### src/rtl/hyperbus_phy_arbiter_pkg.sv
// Shared HyperBus constants, index widths and the per-PHY arbitration state type.
// Both the arbiter RTL and its bench import this package.
package chimera_hyp_pkg;

    localparam int unsigned NumPhys  = 2;
    localparam int unsigned NumChips = 2;
    localparam int unsigned NumReq   = 4;
    localparam int unsigned GapW     = 4;
    localparam int unsigned PhySelW  = (NumPhys > 1) ? $clog2(NumPhys) : 1;
    localparam int unsigned ReqIdxW  = (NumReq > 1) ? $clog2(NumReq) : 1;

    typedef enum logic [1:0] {
        IDLE = 2'd0,
        BUSY = 2'd1,
        GAP  = 2'd2
    } phy_state_e;

    function automatic int unsigned wrap_inc(input int unsigned idx, input int unsigned n);
        return (idx + 32'd1 >= n) ? 32'd0 : idx + 32'd1;
    endfunction

endpackage

### src/rtl/hyperbus_phy_arbiter_if.sv
// Requester/PHY-side bundle of the HyperBus PHY arbiter.
// The master side drives requests and PHY done pulses; the slave side is the arbiter.
interface hyperbus_phy_arbiter_if #(
    parameter int unsigned NumReq  = 4,
    parameter int unsigned NumPhys = 2,
    parameter int unsigned GapW    = 4
);
    localparam int unsigned PhySelW = (NumPhys > 1) ? $clog2(NumPhys) : 1;
    localparam int unsigned ReqIdxW = (NumReq > 1) ? $clog2(NumReq) : 1;

    logic [NumReq-1:0]          req_i;
    logic [NumReq*PhySelW-1:0]  phy_sel_i;
    logic [NumPhys-1:0]         done_i;
    logic [GapW-1:0]            cfg_cs_gap_i;
    logic [NumReq-1:0]          gnt_o;
    logic [NumPhys-1:0]         phy_busy_o;
    logic [NumPhys*ReqIdxW-1:0] phy_owner_o;

    modport master (
        output req_i, phy_sel_i, done_i, cfg_cs_gap_i,
        input  gnt_o, phy_busy_o, phy_owner_o
    );

    modport slave (
        input  req_i, phy_sel_i, done_i, cfg_cs_gap_i,
        output gnt_o, phy_busy_o, phy_owner_o
    );

endinterface

### src/rtl/hyperbus_phy_arb_slice.sv
// One PHY's arbitration slice: IDLE/BUSY/GAP FSM, round-robin pointer,
// chip-select-high gap counter and registered owner/grant.
module hyperbus_phy_arb_slice
    import chimera_hyp_pkg::*;
#(
    parameter int unsigned NumReq  = 4,
    parameter int unsigned NumPhys = 2,
    parameter int unsigned GapW    = 4,
    parameter int unsigned PhyIdx  = 0
) (
    input  logic                                                  clk_i,
    input  logic                                                  rst_i,
    input  logic [NumReq-1:0]                                     req,
    input  logic [NumReq*((NumPhys > 1) ? $clog2(NumPhys) : 1)-1:0] phy_sel,
    input  logic [NumReq-1:0]                                     owned,
    input  logic                                                  done,
    input  logic [GapW-1:0]                                       cfg_cs_gap,
    output logic [NumReq-1:0]                                     gnt,
    output logic                                                  busy,
    output logic [((NumReq > 1) ? $clog2(NumReq) : 1)-1:0]        owner
);
    localparam int unsigned SelW = (NumPhys > 1) ? $clog2(NumPhys) : 1;
    localparam int unsigned IdxW = (NumReq > 1) ? $clog2(NumReq) : 1;

    phy_state_e        state_r, state_nxt_s;
    logic [GapW-1:0]   cnt_r, cnt_nxt_s;
    logic [IdxW-1:0]   ptr_r, ptr_nxt_s;
    logic [IdxW-1:0]   owner_r, owner_nxt_s;
    logic [NumReq-1:0] gnt_r, gnt_nxt_s;
    logic              busy_r;
    logic [NumReq-1:0] eligible_s;
    logic [IdxW-1:0]   next_ptr_s, base_s, winner_s;
    logic              found_s, take_s;
    int unsigned       idx_v;

    // Requesters targeting this PHY that do not already hold a PHY.
    always_comb begin
        eligible_s = {NumReq{1'b0}};
        for (int i = 0; i < NumReq; i++) begin
            eligible_s[i] = req[i] && !owned[i] &&
                            (int'(phy_sel[i*SelW +: SelW]) == int'(PhyIdx));
        end
    end

    // Round-robin search; on a done cycle the search already starts past the releasing owner.
    always_comb begin
        next_ptr_s = IdxW'(wrap_inc(32'(owner_r), NumReq));
        base_s     = (state_r == BUSY) ? next_ptr_s : ptr_r;
        found_s    = 1'b0;
        winner_s   = {IdxW{1'b0}};
        idx_v      = 32'd0;
        for (int k = 0; k < NumReq; k++) begin
            idx_v = (32'(base_s) + 32'(k)) % NumReq;
            if (!found_s && eligible_s[idx_v]) begin
                found_s  = 1'b1;
                winner_s = IdxW'(idx_v);
            end else begin
                found_s  = found_s;
            end
        end
    end

    // Next-state, gap counter, pointer and grant computation.
    always_comb begin
        state_nxt_s = state_r;
        cnt_nxt_s   = cnt_r;
        ptr_nxt_s   = ptr_r;
        owner_nxt_s = owner_r;
        gnt_nxt_s   = gnt_r;
        take_s      = 1'b0;
        case (state_r)
            IDLE: begin
                if (found_s) begin
                    take_s = 1'b1;
                end else begin
                    state_nxt_s = IDLE;
                end
            end
            BUSY: begin
                if (done) begin
                    gnt_nxt_s = {NumReq{1'b0}};
                    ptr_nxt_s = next_ptr_s;
                    if (cfg_cs_gap == {GapW{1'b0}}) begin
                        if (found_s) begin
                            take_s = 1'b1;
                        end else begin
                            state_nxt_s = IDLE;
                        end
                    end else begin
                        state_nxt_s = GAP;
                        cnt_nxt_s   = cfg_cs_gap;
                    end
                end else begin
                    state_nxt_s = BUSY;
                end
            end
            GAP: begin
                // The last gap cycle doubles as the idle arbitration slot.
                if (cnt_r <= GapW'(1)) begin
                    cnt_nxt_s = {GapW{1'b0}};
                    if (found_s) begin
                        take_s = 1'b1;
                    end else begin
                        state_nxt_s = IDLE;
                    end
                end else begin
                    cnt_nxt_s = cnt_r - GapW'(1);
                end
            end
            default: begin
                state_nxt_s = IDLE;
                cnt_nxt_s   = {GapW{1'b0}};
                gnt_nxt_s   = {NumReq{1'b0}};
            end
        endcase
        if (take_s) begin
            state_nxt_s = BUSY;
            owner_nxt_s = winner_s;
            gnt_nxt_s   = NumReq'(1) << winner_s;
        end else begin
            owner_nxt_s = owner_nxt_s;
        end
    end

    // State and output registers.
    always_ff @(posedge clk_i or posedge rst_i) begin
        if (rst_i) begin
            state_r <= IDLE;
            cnt_r   <= {GapW{1'b0}};
            ptr_r   <= {IdxW{1'b0}};
            owner_r <= {IdxW{1'b0}};
            gnt_r   <= {NumReq{1'b0}};
            busy_r  <= 1'b0;
        end else begin
            state_r <= state_nxt_s;
            cnt_r   <= cnt_nxt_s;
            ptr_r   <= ptr_nxt_s;
            owner_r <= owner_nxt_s;
            gnt_r   <= gnt_nxt_s;
            busy_r  <= (state_nxt_s != IDLE);
        end
    end

    assign gnt   = gnt_r;
    assign busy  = busy_r;
    assign owner = owner_r;

endmodule

### src/rtl/hyperbus_phy_arbiter_checker.sv
// Simulation guards: a requester is held by at most one PHY, and a request
// whose PHY select is out of range is never granted.
module hyperbus_phy_arbiter_checker #(
    parameter int unsigned NumReq  = 4,
    parameter int unsigned NumPhys = 2,
    parameter int unsigned SelW    = 1
) (
    input logic                      clk_i,
    input logic                      rst_i,
    input logic [NumReq-1:0]         req,
    input logic [NumReq*SelW-1:0]    phy_sel,
    input logic [NumPhys*NumReq-1:0] slice_gnt
);
    logic [NumReq-1:0] gnt_s;

    // Merge per-PHY grants into one vector.
    always_comb begin
        gnt_s = {NumReq{1'b0}};
        for (int p = 0; p < NumPhys; p++) begin
            gnt_s = gnt_s | slice_gnt[p*NumReq +: NumReq];
        end
    end

    for (genvar i = 0; i < NumReq; i++) begin : g_req
        logic [NumPhys-1:0] holders_s;
        logic               bad_sel_s;

        // Which PHYs currently grant requester i.
        always_comb begin
            holders_s = {NumPhys{1'b0}};
            for (int p = 0; p < NumPhys; p++) begin
                holders_s[p] = slice_gnt[p*NumReq + i];
            end
        end

        assign bad_sel_s = (int'(phy_sel[i*SelW +: SelW]) >= int'(NumPhys));

        a_single_owner : assert property (@(posedge clk_i) disable iff (rst_i)
            $onehot0(holders_s));
        a_bad_sel_no_gnt : assert property (@(posedge clk_i) disable iff (rst_i)
            (req[i] && !gnt_s[i] && bad_sel_s) |=> !gnt_s[i]);
    end

endmodule

### src/rtl/hyperbus_phy_arbiter.sv
// Shares NumPhys HyperBus PHYs among NumReq requesters, one arbitration slice per PHY.
// A requester holding any PHY is masked out of every slice until released.
module hyperbus_phy_arbiter #(
    parameter int unsigned NumReq  = chimera_hyp_pkg::NumReq,
    parameter int unsigned NumPhys = chimera_hyp_pkg::NumPhys,
    parameter int unsigned GapW    = chimera_hyp_pkg::GapW
) (
    input logic                  clk_i,
    input logic                  rst_i,
    hyperbus_phy_arbiter_if.slave bus
);
    localparam int unsigned SelW = (NumPhys > 1) ? $clog2(NumPhys) : 1;
    localparam int unsigned IdxW = (NumReq > 1) ? $clog2(NumReq) : 1;

    logic [NumPhys*NumReq-1:0] slice_gnt_s;
    logic [NumPhys-1:0]        busy_s;
    logic [NumPhys*IdxW-1:0]   owner_s;
    logic [NumReq-1:0]         gnt_s;

    for (genvar p = 0; p < NumPhys; p++) begin : g_phy
        hyperbus_phy_arb_slice #(
            .NumReq  (NumReq),
            .NumPhys (NumPhys),
            .GapW    (GapW),
            .PhyIdx  (p)
        ) u_slice (
            .clk_i      (clk_i),
            .rst_i      (rst_i),
            .req        (bus.req_i),
            .phy_sel    (bus.phy_sel_i),
            .owned      (gnt_s),
            .done       (bus.done_i[p]),
            .cfg_cs_gap (bus.cfg_cs_gap_i),
            .gnt        (slice_gnt_s[p*NumReq +: NumReq]),
            .busy       (busy_s[p]),
            .owner      (owner_s[p*IdxW +: IdxW])
        );
    end

    // OR of registered slice grants; also serves as the "already owns a PHY" mask.
    always_comb begin
        gnt_s = {NumReq{1'b0}};
        for (int p = 0; p < NumPhys; p++) begin
            gnt_s = gnt_s | slice_gnt_s[p*NumReq +: NumReq];
        end
    end

    assign bus.gnt_o       = gnt_s;
    assign bus.phy_busy_o  = busy_s;
    assign bus.phy_owner_o = owner_s;

    hyperbus_phy_arbiter_checker #(
        .NumReq  (NumReq),
        .NumPhys (NumPhys),
        .SelW    (SelW)
    ) u_checker (
        .clk_i     (clk_i),
        .rst_i     (rst_i),
        .req       (bus.req_i),
        .phy_sel   (bus.phy_sel_i),
        .slice_gnt (slice_gnt_s)
    );

endmodule

### src/flat_wrapper.sv
// flat-port wrapper written by rule: the top's interface ports become plain ports
module hyperbus_phy_arbiter_flat 
#(
    parameter int unsigned NumReq  = chimera_hyp_pkg::NumReq,
    parameter int unsigned NumPhys = chimera_hyp_pkg::NumPhys,
    parameter int unsigned GapW    = chimera_hyp_pkg::GapW
)
  (clk_i, rst_i, bus_req_i, bus_phy_sel_i, bus_done_i, bus_cfg_cs_gap_i, bus_gnt_o, bus_phy_busy_o, bus_phy_owner_o);
  hyperbus_phy_arbiter_if #(.NumReq(NumReq), .NumPhys(NumPhys), .GapW(GapW)) bus_i ();
  input logic clk_i;
  input logic rst_i;
  input wire logic [$bits(bus_i.req_i)-1:0] bus_req_i;
  input wire logic [$bits(bus_i.phy_sel_i)-1:0] bus_phy_sel_i;
  input wire logic [$bits(bus_i.done_i)-1:0] bus_done_i;
  input wire logic [$bits(bus_i.cfg_cs_gap_i)-1:0] bus_cfg_cs_gap_i;
  output wire logic [$bits(bus_i.gnt_o)-1:0] bus_gnt_o;
  output wire logic [$bits(bus_i.phy_busy_o)-1:0] bus_phy_busy_o;
  output wire logic [$bits(bus_i.phy_owner_o)-1:0] bus_phy_owner_o;
  assign bus_i.req_i = bus_req_i;
  assign bus_i.phy_sel_i = bus_phy_sel_i;
  assign bus_i.done_i = bus_done_i;
  assign bus_i.cfg_cs_gap_i = bus_cfg_cs_gap_i;
  assign bus_gnt_o = bus_i.gnt_o;
  assign bus_phy_busy_o = bus_i.phy_busy_o;
  assign bus_phy_owner_o = bus_i.phy_owner_o;
  hyperbus_phy_arbiter #(.NumReq(NumReq), .NumPhys(NumPhys), .GapW(GapW)) u_core (.clk_i(clk_i), .rst_i(rst_i), .bus(bus_i));
endmodule
### config.mk
export PLATFORM = sky130hd
export DESIGN_NAME = hyperbus_phy_arbiter_flat
export DESIGN_NICKNAME = d
export VERILOG_FILES = /design/src/rtl/hyperbus_phy_arbiter_pkg.sv /design/src/rtl/hyperbus_phy_arbiter_if.sv /design/src/rtl/hyperbus_phy_arb_slice.sv /design/src/rtl/hyperbus_phy_arbiter_checker.sv /design/src/rtl/hyperbus_phy_arbiter.sv /design/src/flat_wrapper.sv
export SDC_FILE = /design/constraint.sdc
export NUM_CORES = 1
export LEC_CHECK = 0
export ABC_AREA = 1
export CAP_MARGIN = 20
export CORE_ASPECT_RATIO = 0.75
export CORE_UTILIZATION = 50
export DETAILED_ROUTE_END_ITERATION = 8
export PLACE_DENSITY = 0.86
export SETUP_SLACK_MARGIN = 0.4
export SLEW_MARGIN = 20
export SYNTH_ARGS = -nofsm -noshare
export SYNTH_HDL_FRONTEND = slang
export SYNTH_SLANG_ARGS = --single-unit
### constraint.sdc
create_clock -name clk_i -period 2.17 [get_ports clk_i]
set_clock_uncertainty 0.1 [all_clocks]
set_input_delay 0.434 -clock clk_i [delete_from_list [all_inputs] [get_ports clk_i]]
set_output_delay 0.434 -clock clk_i [all_outputs]
set_load 0.03 [all_outputs]
[Yosys cells after proc, flatten, opt, wreduce, memory -nomap -nowiden]
Index checks and enable logic that the tools add are counted.
Storage, ports and cells
  register bits after elaboration: 30
  bits of input ports: 16
  output and inout bits: 10
Operators by class
  shifts and indexed selects: 2
  muxes and demuxes: 71
  equality and inequality tests: 12
  add/subtract/negate cells: 10
  reductions and logical operators: 41
  bitwise logic cells: 7
  $lt $le $gt $ge: 12
Operators with widths (count)
  $mux W2: 22
  $mux W4: 9
  $lt A2 B3 Y1 const B: 8
  $mux W1: 24
  $pmux W4 S3: 2
  $logic_and A1 B1 Y1: 18
  $bmux W1 S2: 8
  $pmux W4 S2: 2
  $pmux W2 S3: 2
  $logic_not A1 Y1: 10
  $add A2 B2 Y2 const B: 4
  $le A4 B1 Y1 const B: 2
  $ne A2 B2 Y1 const B: 4
  $reduce_and A2 Y1: 4
  $shl A1 B2 Y4 const A: 2
  $sub A4 B1 Y4 const B: 2
  $add A2 B1 Y3 const B: 2
  $ge A3 B3 Y1 const B: 2
  $ne A3 B3 Y1 const B: 2
  $not A1 Y1: 6
  $pmux W1 S3: 2
  $reduce_and A3 Y1: 2
  $add A2 B1 Y2 const B: 2
  $eq A2 B1 Y1 const B: 2
  7 further kinds: 12

[Logic depth before layout (Yosys ltp)]
Gate-level depths: netlist (run 1).
  word-level depth: 22
  depth in mapped cells: 18
  mapped depth without buffers: 18

[Modules after synthesis]
From an unflattened synthesis (run 1), not the netlist that was laid out.
Unflattened totals
  cell total of the unflattened synthesis: 395
  area, all modules: 2805.2 sq um
By module, submodules not included
  hyperbus_phy_arb_slice at u_core.g_phy[0].u_slice: area an instance 1381.3 sq um, cells each 189, sequential area each 375.4 sq um, instances 1
  hyperbus_phy_arb_slice at u_core.g_phy[1].u_slice: area an instance 1378.8 sq um, cells each 194, sequential area each 375.4 sq um, instances 1
  hyperbus_phy_arbiter: area an instance 45.0 sq um, cells each 12, sequential area each 0.0 sq um, instances 1

[Least setup slack after synthesis (run 1)]
No wires, ideal clock.
  kind: register to register
  start point: register u_core.g_phy[1].u_slice.owner_r[0]
  end point: register u_core.g_phy[1].u_slice.busy_r
  slack: -0.002 ns
  arrival time: 1.947 ns
  buffers on the path: 0
  setup time: 0.126 ns
  stages on the path, launching flop included: 16
  clock period less this slack: 2.172 ns
  required time: 1.944 ns
  path through: dfrtp_1 > ha_1 > nor2_2 > nand2_1 > nand2_2 > nand2_1 > nand2_2 > nand2_1 > nand2_1 > nand4_4 > nand2_1 > nand3_1 > nand2_1 > nand2_1 > nand2_1 > nand3_1
Between the ends
  longest elaborated chain between the ends: 22
  elaborated cells on any way between the ends: 37
  classes of those cells: add/sub (4); order compare (1); mux (25); reduce/logical (7)
Ends and longest elaborated chain
  start: declaration: line hyperbus_phy_arb_slice.sv:28  | logic [IdxW-1:0] owner_r, owner_nxt_s;
  start signal: assignment: line hyperbus_phy_arb_slice.sv:131  | owner_r <= {IdxW{1'b0}};
  start signal: assignment: line hyperbus_phy_arb_slice.sv:138  | owner_r <= owner_nxt_s;
  $add A2 B1 Y3 *: line hyperbus_phy_arbiter_pkg.sv:19  | return (idx + 32'd1 >= n) ? 32'd0 : idx + 32'd1;
  $ge A3 B3 Y1: line hyperbus_phy_arbiter_pkg.sv:19
  $mux W2 *: line hyperbus_phy_arbiter_pkg.sv:19
  $mux W2 *: line hyperbus_phy_arb_slice.sv:48  | base_s = (state_r == BUSY) ? next_ptr_s : ptr_r;
  branches (longest 11 deep; another with $add A2 B1 Y2)
  $mux W1 *: line hyperbus_phy_arb_slice.sv:54  | if (!found_s && eligible_s[idx_v]) begin
  $mux W2 / $mux W1 (equally long branches): line hyperbus_phy_arb_slice.sv:73, hyperbus_phy_arb_slice.sv:84, hyperbus_phy_arb_slice.sv:101
  $mux W2 / $mux W1 (equally long branches): line hyperbus_phy_arb_slice.sv:83  | if (cfg_cs_gap == {GapW{1'b0}}) begin
  $mux W2 / $mux W1 (equally long branches): line hyperbus_phy_arb_slice.sv:80  | if (done) begin
  $pmux W2 S3 / $pmux W1 S3 (equally long branches): line hyperbus_phy_arb_slice.sv:71  | case (state_r)
  $mux W2 *: line hyperbus_phy_arb_slice.sv:116  | if (take_s) begin
  $reduce_bool A2 Y1 *: line hyperbus_phy_arb_slice.sv:140  | busy_r <= (state_nxt_s != IDLE);
  end signal: assignment: line hyperbus_phy_arb_slice.sv:140
  end: declaration: line hyperbus_phy_arb_slice.sv:30  | logic busy_r;
Every way passes the cells marked *. The select of a mux whose other input is x is not followed.
A chain may end at the register's enable or synchronous reset.

[Worst setup path after layout (run 1)]
  start point: register u_core.g_phy[0].u_slice.state_r[1]
  end point: register u_core.g_phy[0].u_slice.gnt_r[2]
Between the ends
  longest elaborated chain between the ends: 20
  elaborated cells on any way between the ends: 41
  classes of those cells: add/sub (3); eq/ne (4); shift (1); mux (24); reduce/logical (9)
Ends and longest elaborated chain
  start: declaration: line hyperbus_phy_arb_slice.sv:25  | phy_state_e state_r, state_nxt_s;
  start signal: assignment: line hyperbus_phy_arb_slice.sv:135  | state_r <= state_nxt_s;
  branches (longest 20 deep; another with $add A2 B1 Y2)
  end signal: assignment: line hyperbus_phy_arb_slice.sv:132  | gnt_r <= {NumReq{1'b0}};
  end signal: assignment: line hyperbus_phy_arb_slice.sv:139  | gnt_r <= gnt_nxt_s;
  end: declaration: line hyperbus_phy_arb_slice.sv:29  | logic [NumReq-1:0] gnt_r, gnt_nxt_s;
Parallel ways; which one is timed is not known. The select of a mux whose other input is x is not followed.

==> results of run 1 <==
[timing repair]
action	in CTS	in global routing
hold buffers	0	0
hold endpoints to repair	0	0
endpoints found under the setup margin	36	31
pin swaps	40	31
gates resized for setup	92	77
setup buffers	14	9
[sequential cells by signal (all words and copies together), names as in the netlist]
name and flops:
u_core.g_phy.u_slice.busy 2, u_core.g_phy.u_slice.cnt_r 8, u_core.g_phy.u_slice.gnt 8, u_core.g_phy.u_slice.owner 4
u_core.g_phy.u_slice.ptr_r 4, u_core.g_phy.u_slice.state_r 4
[how the worst max path moves through the flow]
| stage | from | end | slack (ns) | depth (start not counted) |
|---|---|---|---|---|
| 3_3_place_gp | bus_phy_sel_i[3] | u_core.g_phy[0].u_slice.gnt[1] | -0.14 | 14 |
| 5_1_grt | u_core.g_phy[0].u_slice.state_r[1] | u_core.g_phy[0].u_slice.gnt[1] | -0.27 | 15 |
| 2_1_floorplan | u_core.g_phy[0].u_slice.owner[0] | u_core.g_phy[0].u_slice.gnt[1] | 0.07 | 16 |
| 6_report | u_core.g_phy[0].u_slice.state_r[1] | u_core.g_phy[0].u_slice.gnt[2] | -0.18 | 14 |
| 3_5_place_dp | bus_cfg_cs_gap_i[1] | u_core.g_phy[1].u_slice.gnt[3] | -0.18 | 8 |
| 4_1_cts | u_core.g_phy[1].u_slice.owner[0] | u_core.g_phy[1].u_slice.busy | 0.03 | 15 |
[routing by layer]
metal	vias up	track usage [%]	part of all wire [%]	wire length, um
li1	1320	-	-	-
met4	0	8.77	4.0	358
met3	63	5.69	8.1	723
met5	-	0	0	0
met2	201	52.2	49	4390
met1	1393	38.6	39	3450
[logic make-up (layout without fill, tap and decap cells)]
kind of cell / count (synthesis) / in the layout / synth area share [%]
adder cells (fa/ha/maj): 14 / 14 / 7.31
AND/OR/NAND/NOR: 211 / 211 / 39.5
buffers and inverters: 60 / 144 / 9.87
XOR/XNOR: 4 / 4 / 1.46
flip-flops: 30 / 30 / 31.3
AO/OA/AOI/OAI: 41 / 41 / 10.5
[through the flow]
stage / hold slack (ns) / instances / worst slack [ns]
floorplan: 0.353 / 360 / 0.0734
global placement: 0.369 / 470 / -0.139
detailed placement: 0.391 / 470 / -0.180
CTS: 0.408 / 492 / 0.0327
global route: 0.440 / 501 / -0.272
finish: 0.401 / 501 / -0.175
[cell usage in the layout, fill, tap and decap left out, types with 3 or more instances in the layout]
cell and instances:
nand2_4 10, buf_4 47, clkbuf_2 3, inv_4 6, nor2_1 11, nor2_2 4
clkbuf_8 6, inv_1 39, o21ai_2 9, nor2_4 7, dfrtp_2 4, o21ai_4 3
inv_2 10, nand3_4 5, buf_6 7, dfrtp_1 26, nand4_1 3, nand3_2 9
o21ai_0 10, o22ai_1 6, nand2_1 70, clkdlybuf4s50_1 12, ha_1 10, o21ai_1 6
dlygate4sd2_1 7, nand2_2 54, ha_4 4, nand3_1 33
[tightest hold or removal path: cells and delay by family (launching register included)]
kind               cells  cell delay (ns)
DFF                    1             0.35
AOI/OAI and AO/OA      1             0.06
and+or+nand+nor        1             0.05
[area by class of cell]
cell class	count	area, um^2	share of cell area, %
Multi-Input combinational cell	270	1890	50.4
Tap cell	57	71.3	1.90
Clock inverter	2	60.1	1.60
Timing Repair Buffer	79	649	17.3
Clock buffer	6	82.6	2.20
Sequential cell	30	756	20.2
Inverter	57	239	6.38
==> out/results.ini, run 1 <==
[finish]
design_area_um2=3750
fillers=228
layout.nets=473
fin_util_pct=82.9
drive_gt1_share_pct=45.9
n_antenna_cell=0
syn2layout_area_growth_pct=56.5

[grt]
grt-ovfl-total=0
grt_max_degree=31
grt_pass1_wl_mm=11.3
grt_usage_pct=30.0
grt_pass1_vias=2492
antenna_found_initial=0

[synth]
synth_most_common_cell=nand2_1
ys_ff_latch=30
synth_edf_count=0
synthTopCellsByCount=nand2_1, inv_1, nand3_1, dfrtp_1, nor2_1
netlist_area_um2=2390
synth_area_leader_cell=dfrtp_1
async_flop_share_pct=100
synth_nets=390
syn_inst=360
avgSynthCellArea_um2=6.65
synth_area_leaders=dfrtp_1, nand2_1, nand3_1, inv_1, ha_1
yosys_warnings=0
synth_top_area_share_pct=31.3
synth_cell_types=29
ys_seq_area_share_pct=31.3
ys.flop_type=dfrtp_1

[timing]
timing.final.crit_period_ns=2.35
fin_ws_ns=-0.175
slew_headroom_pct=72.6
fmax_mhz=426
hold_viol=0
finalSetupTns_ns=-1.48
rsz0062_at_grt=true
finalSetupViolCount=17
fin_crit_sh_pct=108
slew_viol_final=0
worst_slew_pin_slew_ns=0.411

[cts]
cts_htree_levels=2
numCtsBuffers=5
clkSlewWorstSetupHoldPaths_ns=0.08
clkLatencyLatePin_ns=0.29
cts_root_buffer=clkbuf_8
cts_sinks=30
clock_path_buffers=2
cts_tree=built

[worst_hold_path]
worstHoldPathCells=2
min-delay-start=u_core.g_phy[1].u_slice.ptr_r[1]
holdPathEnd=u_core.g_phy[1].u_slice.ptr_r[1]
hold_path_class=reg -> reg

[detailed_routing]
wirelength_mm=8.92
vias=2977
firstDrtPassIters=6
ant_nets=0
vias_per_cell=5.94
drt_iter0_drc=466
wl_per_cell_um=17.8
drc=0

[worst_setup_path]
timing.rr.end=u_core.g_phy[0].u_slice.gnt[2]
worstReg2RegStart=u_core.g_phy[0].u_slice.state_r[1]
end_kind=register
ff2ff_path_depth=14
cpMaxStageDelayCell=dfrtp_1
critPathMostFrequentCell=nand2_2
rrSetupSlack_ns=-0.18
cp-start-kind=register
crit_fanout=6
critPathArrivalTime_ns=2.47
cpPeakStageDelay_ns=0.41
crit_buf_inv=2
path_cells=inv_2, ha_4, inv_6, o21ai_4, nand2_1, nand2_2, nand2_2, nand2_4, nand2_4, nor3b_4, nand2_2, nand3_4, nand3_1, nand2_1
path_delay_family=simple AND/OR/NAND/NOR gates
critical_path_class=reg -> reg
worstPathRequired_ns=2.29

[placement]
gp_congestion=0.898
post-dp-hpwl_mm=4.70
dpl_cell_area_um2=3010
io_buffers=25

[floorplan]
floorplan.initialDensity_pct=53.0
coreArea_um2=4520
rows=21
die_w_um=81.9
die_height_um=61.9
io_pins=26
die_area_um2=5070

[run_status]
violations=setup timing
status=finished, violations left

[job]
cap_violations=0

Power of run 1 is left out: the tool's default activity adds up to more than one toggle a clock period on the data nets, which glitch-free logic cannot reach.
==> run 2, diff against run 1 <==
--- a/config.mk
+++ b/config.mk
@@ -8,6 +8,7 @@
 export ABC_AREA = 1
 export CAP_MARGIN = 20
 export CORE_ASPECT_RATIO = 0.75
+export CORE_MARGIN = 2
 export CORE_UTILIZATION = 50
 export DETAILED_ROUTE_END_ITERATION = 8
 export PLACE_DENSITY = 0.86
==> run 2 against run 1 <==
  * The flow still finishes with violations (setup timing)
  * Non-clock buffer count shrank 4
  * Flip-flop and latch count unchanged
  * Via count shrank 1.3%
  * Worst hold slack better by 0.0026 ns
  * Setup slack better by 0.025 ns
  * Critical endpoint is now u_core.g_phy[1].u_slice.busy
  * Clock-buffer cell count shrank 1
  * Register-to-register slack better by 0.03 ns
  * Core utilization down 2.2 points
  * Fmax up 1.1%
  * Sequential share of layout area grew 0.42 points
  * Final area shrank 2.0%
==> out/results.ini, run 2 (same netlist as run 1, synthesis figures left out) <==
[worst_hold_path]
min-delay-start=u_core.g_phy[0].u_slice.ptr_r[1]  ; was u_core.g_phy[1].u_slice.ptr_r[1]
hold_path_class=reg -> reg  ; unchanged
worstHoldPathCells=2  ; unchanged
holdPathEnd=u_core.g_phy[0].u_slice.ptr_r[1]  ; was u_core.g_phy[1].u_slice.ptr_r[1]

[finish]
fillers=245  ; was 228
layout.nets=469  ; was 473
drive_gt1_share_pct=44.8  ; was 45.9%
mostFrequentLayoutCells=nand2_1, nand2_2, buf_4  ; unchanged
n_antenna_cell=0  ; unchanged
syn2layout_area_growth_pct=53.3  ; was 56.5%
mostFrequentLayoutCell=nand2_1  ; unchanged

[detailed_routing]
vias=2939  ; was 2977
ant_nets=0  ; unchanged
vias_per_cell=5.91  ; was 5.94
firstDrtPassIters=5  ; was 6
wirelength_mm=8.47  ; was 8.92 mm
drc=0  ; unchanged
drt_iter0_drc=318  ; was 466
wl_per_cell_um=17.0  ; was 17.8 um

[cts]
cts_tree=built  ; unchanged
cts_htree_levels=2  ; unchanged
hold_buffers=0  ; unchanged
cts_root_buffer=clkbuf_8  ; unchanged
numCtsBuffers=5  ; unchanged
cts_sinks=30  ; unchanged
clkSlewWorstSetupHoldPaths_ns=0.07  ; was 0.08 ns
clkLatencyLatePin_ns=0.30  ; was 0.29 ns
clock_path_buffers=2  ; unchanged

[worst_setup_path]
path_delay_family=simple AND/OR/NAND/NOR gates  ; unchanged
critPathArrivalTime_ns=2.41  ; was 2.47 ns
rrSetupSlack_ns=-0.15  ; was -0.18 ns
crit_fanout=7  ; was 6
ff2ff_path_depth=15  ; was 14
worstPathRequired_ns=2.26  ; was 2.29 ns
worstReg2RegStart=u_core.g_phy[1].u_slice.owner[0]  ; was u_core.g_phy[0].u_slice.state_r[1]
critical_path_class=reg -> reg  ; unchanged
cpMaxStageDelayCell=dfrtp_2  ; was dfrtp_1
path_cells=ha_4, nor2_4, nand2_2, nand2_4, nand2_1, nand2_4, nand2_4, nand2_4, nand4_4, nand2_2, nand3_2, nand2_1, nand2_1, nand2_1, nand3_1  ; was inv_2, ha_4, inv_6, o21ai_4, nand2_1, nand2_2, nand2_2, nand2_4, nand2_4, nor3b_4, nand2_2, nand3_4, nand3_1, nand2_1
crit_buf_inv=0  ; was 2
end_kind=register  ; unchanged
timing.rr.end=u_core.g_phy[1].u_slice.busy  ; was u_core.g_phy[0].u_slice.gnt[2]
cpPeakStageDelay_ns=0.44  ; was 0.41 ns
cp-start-kind=register  ; unchanged

[floorplan]
io_pins=26  ; unchanged
floorplan.initialDensity_pct=52.7  ; was 53.0%
die_w_um=83.9  ; was 81.9 um
coreArea_um2=4550  ; was 4520 um^2
die_height_um=63.9  ; was 61.9 um
rows=21  ; unchanged
die_area_um2=5370  ; was 5070 um^2

[placement]
preCtsSetupSlack_ns=-0.225  ; was -0.180 ns
io_buffers=25  ; unchanged
post-dp-hpwl_mm=4.78  ; was 4.70 mm
gp_congestion=0.881  ; was 0.898

[timing]
slew_headroom_pct=72.9  ; was 72.6%
fin_ws_ns=-0.150  ; was -0.175 ns
timing.final.crit_period_ns=2.32  ; was 2.35 ns
slew_viol_final=0  ; unchanged
finalSetupViolCount=17  ; unchanged
hold_viol=0  ; unchanged
rsz0062_at_grt=true  ; unchanged
fin_crit_sh_pct=107  ; was 108%
worst_slew_pin_slew_ns=0.406  ; was 0.411 ns
fmax_mhz=431  ; was 426 MHz

[grt]
grt_pass1_vias=2686  ; was 2492
grt_max_degree=31  ; unchanged
grt-ovfl-total=0  ; unchanged
antenna_found_initial=0  ; unchanged
grt_pass1_wl_mm=12.2  ; was 11.3 mm
grt_usage_pct=28.4  ; was 30.0%

[run_status]
status=finished, violations left  ; unchanged
violations=setup timing  ; unchanged

[job]
cap_violations=0  ; unchanged

-- run 2: changes by cell type in the layout (fill, tap and decap cells not counted), moves of 2 or more --
| cell | change |
|---|---|
| nand2_2 | -3 |
| nor2_4 | -2 |
| clkinv_2 | +2 |
| buf_4 | -4 |
| clkdlybuf4s15_2 | +2 |
| inv_6 | -2 |
| inv_2 | +2 |
| nand2_4 | +5 |
| o21ai_0 | -2 |
| nor2_2 | +2 |
| nand2_1 | -2 |
| o21ai_1 | +6 |
| nand3_4 | -2 |
| o21ai_2 | -4 |
-- run 2: worst max-delay path by stage --
stage                                            start                              to  slack [ns]  depth (start not counted)
finish                u_core.g_phy[1].u_slice.owner[0]    u_core.g_phy[1].u_slice.busy       -0.15                         15
global route        u_core.g_phy[1].u_slice.state_r[1]    u_core.g_phy[1].u_slice.busy       -0.25                         15
CTS                   u_core.g_phy[0].u_slice.owner[0]  u_core.g_phy[0].u_slice.gnt[1]       -0.02                         16
detailed placement                 bus_cfg_cs_gap_i[1]  u_core.g_phy[1].u_slice.gnt[1]       -0.22                          8
global placement                   bus_cfg_cs_gap_i[1]  u_core.g_phy[1].u_slice.gnt[1]       -0.12                          8
floorplan             u_core.g_phy[0].u_slice.owner[0]  u_core.g_phy[0].u_slice.gnt[1]        0.07                         16
-- run 2: cell type report --
| class | instances | area [um^2] | area share, % |
|---|---|---|---|
| inverters | 57 | 231 | 6.31 |
| repair buffers | 75 | 639 | 17.4 |
| multi-input cells | 270 | 1860 | 50.8 |
| clock buffers | 5 | 68.8 | 1.87 |
| flip-flops and latches | 30 | 756 | 20.6 |
| well taps | 57 | 71.3 | 1.94 |
| clock inverters | 3 | 40.0 | 1.09 |
-- run 2: stage by stage --
stage | std cells | setup TNS (ns) | utilization, % | cell area (um^2) | hold slack (ns)
final | 497 | -1.30 | 80.8 | 3670 | 0.403
after global placement | 466 | -1.63 | 65.5 | 2980 | 0.367
after CTS | 490 | -0.0159 | 75.6 | 3440 | 0.406
after floorplan | 360 | 0 | - | 2470 | 0.353
after detailed placement | 466 | -3.02 | 65.5 | 2980 | 0.391
after global routing | 497 | -2.91 | 80.8 | 3670 | 0.439
-- run 2: worst reg2reg max path, delay by kind of cell, from the launching register on --
kind | cells | cell delay (ns)
AND/OR/NAND/NOR | 14 | 1.49
flip-flops | 1 | 0.44
adder cells (fa/ha/maj) | 1 | 0.18
-- run 2: what timing repair did --
action | CTS | global route
pin swaps | 47 | 40
buffers inserted | 16 | 7
resized for setup | 102 | 65
cloned | 0 | 0
hold endpoints to repair | 0 | 0
endpoints found under the setup margin | 36 | 30
-- run 2: layer usage --
| layer | vias to the layer above | share of wire [%] | global-route usage [%] |
|---|---|---|---|
| met5 | - | 0 | 0 |
| met4 | 0 | 3.9 | 10.7 |
| met3 | 43 | 7.7 | 5.81 |
| met2 | 188 | 50 | 50.0 |
| met1 | 1395 | 39 | 34.4 |
| li1 | 1313 | - | - |
Power of run 2 is left out for the same reason.
==> run 3, diff against run 2 <==
--- a/config.mk
+++ b/config.mk
@@ -10,10 +10,10 @@
 export CORE_ASPECT_RATIO = 0.75
 export CORE_MARGIN = 2
 export CORE_UTILIZATION = 50
+export CTS_BUF_LIST = sky130_fd_sc_hd__clkbuf_8
 export DETAILED_ROUTE_END_ITERATION = 8
 export PLACE_DENSITY = 0.86
 export SETUP_SLACK_MARGIN = 0.4
-export SLEW_MARGIN = 20
 export SYNTH_ARGS = -nofsm -noshare
 export SYNTH_HDL_FRONTEND = slang
 export SYNTH_SLANG_ARGS = --single-unit
==> results of run 3 <==
Final layout, timing and power as in run 2 (identical DEF).
Power of run 3 is left out for the same reason.
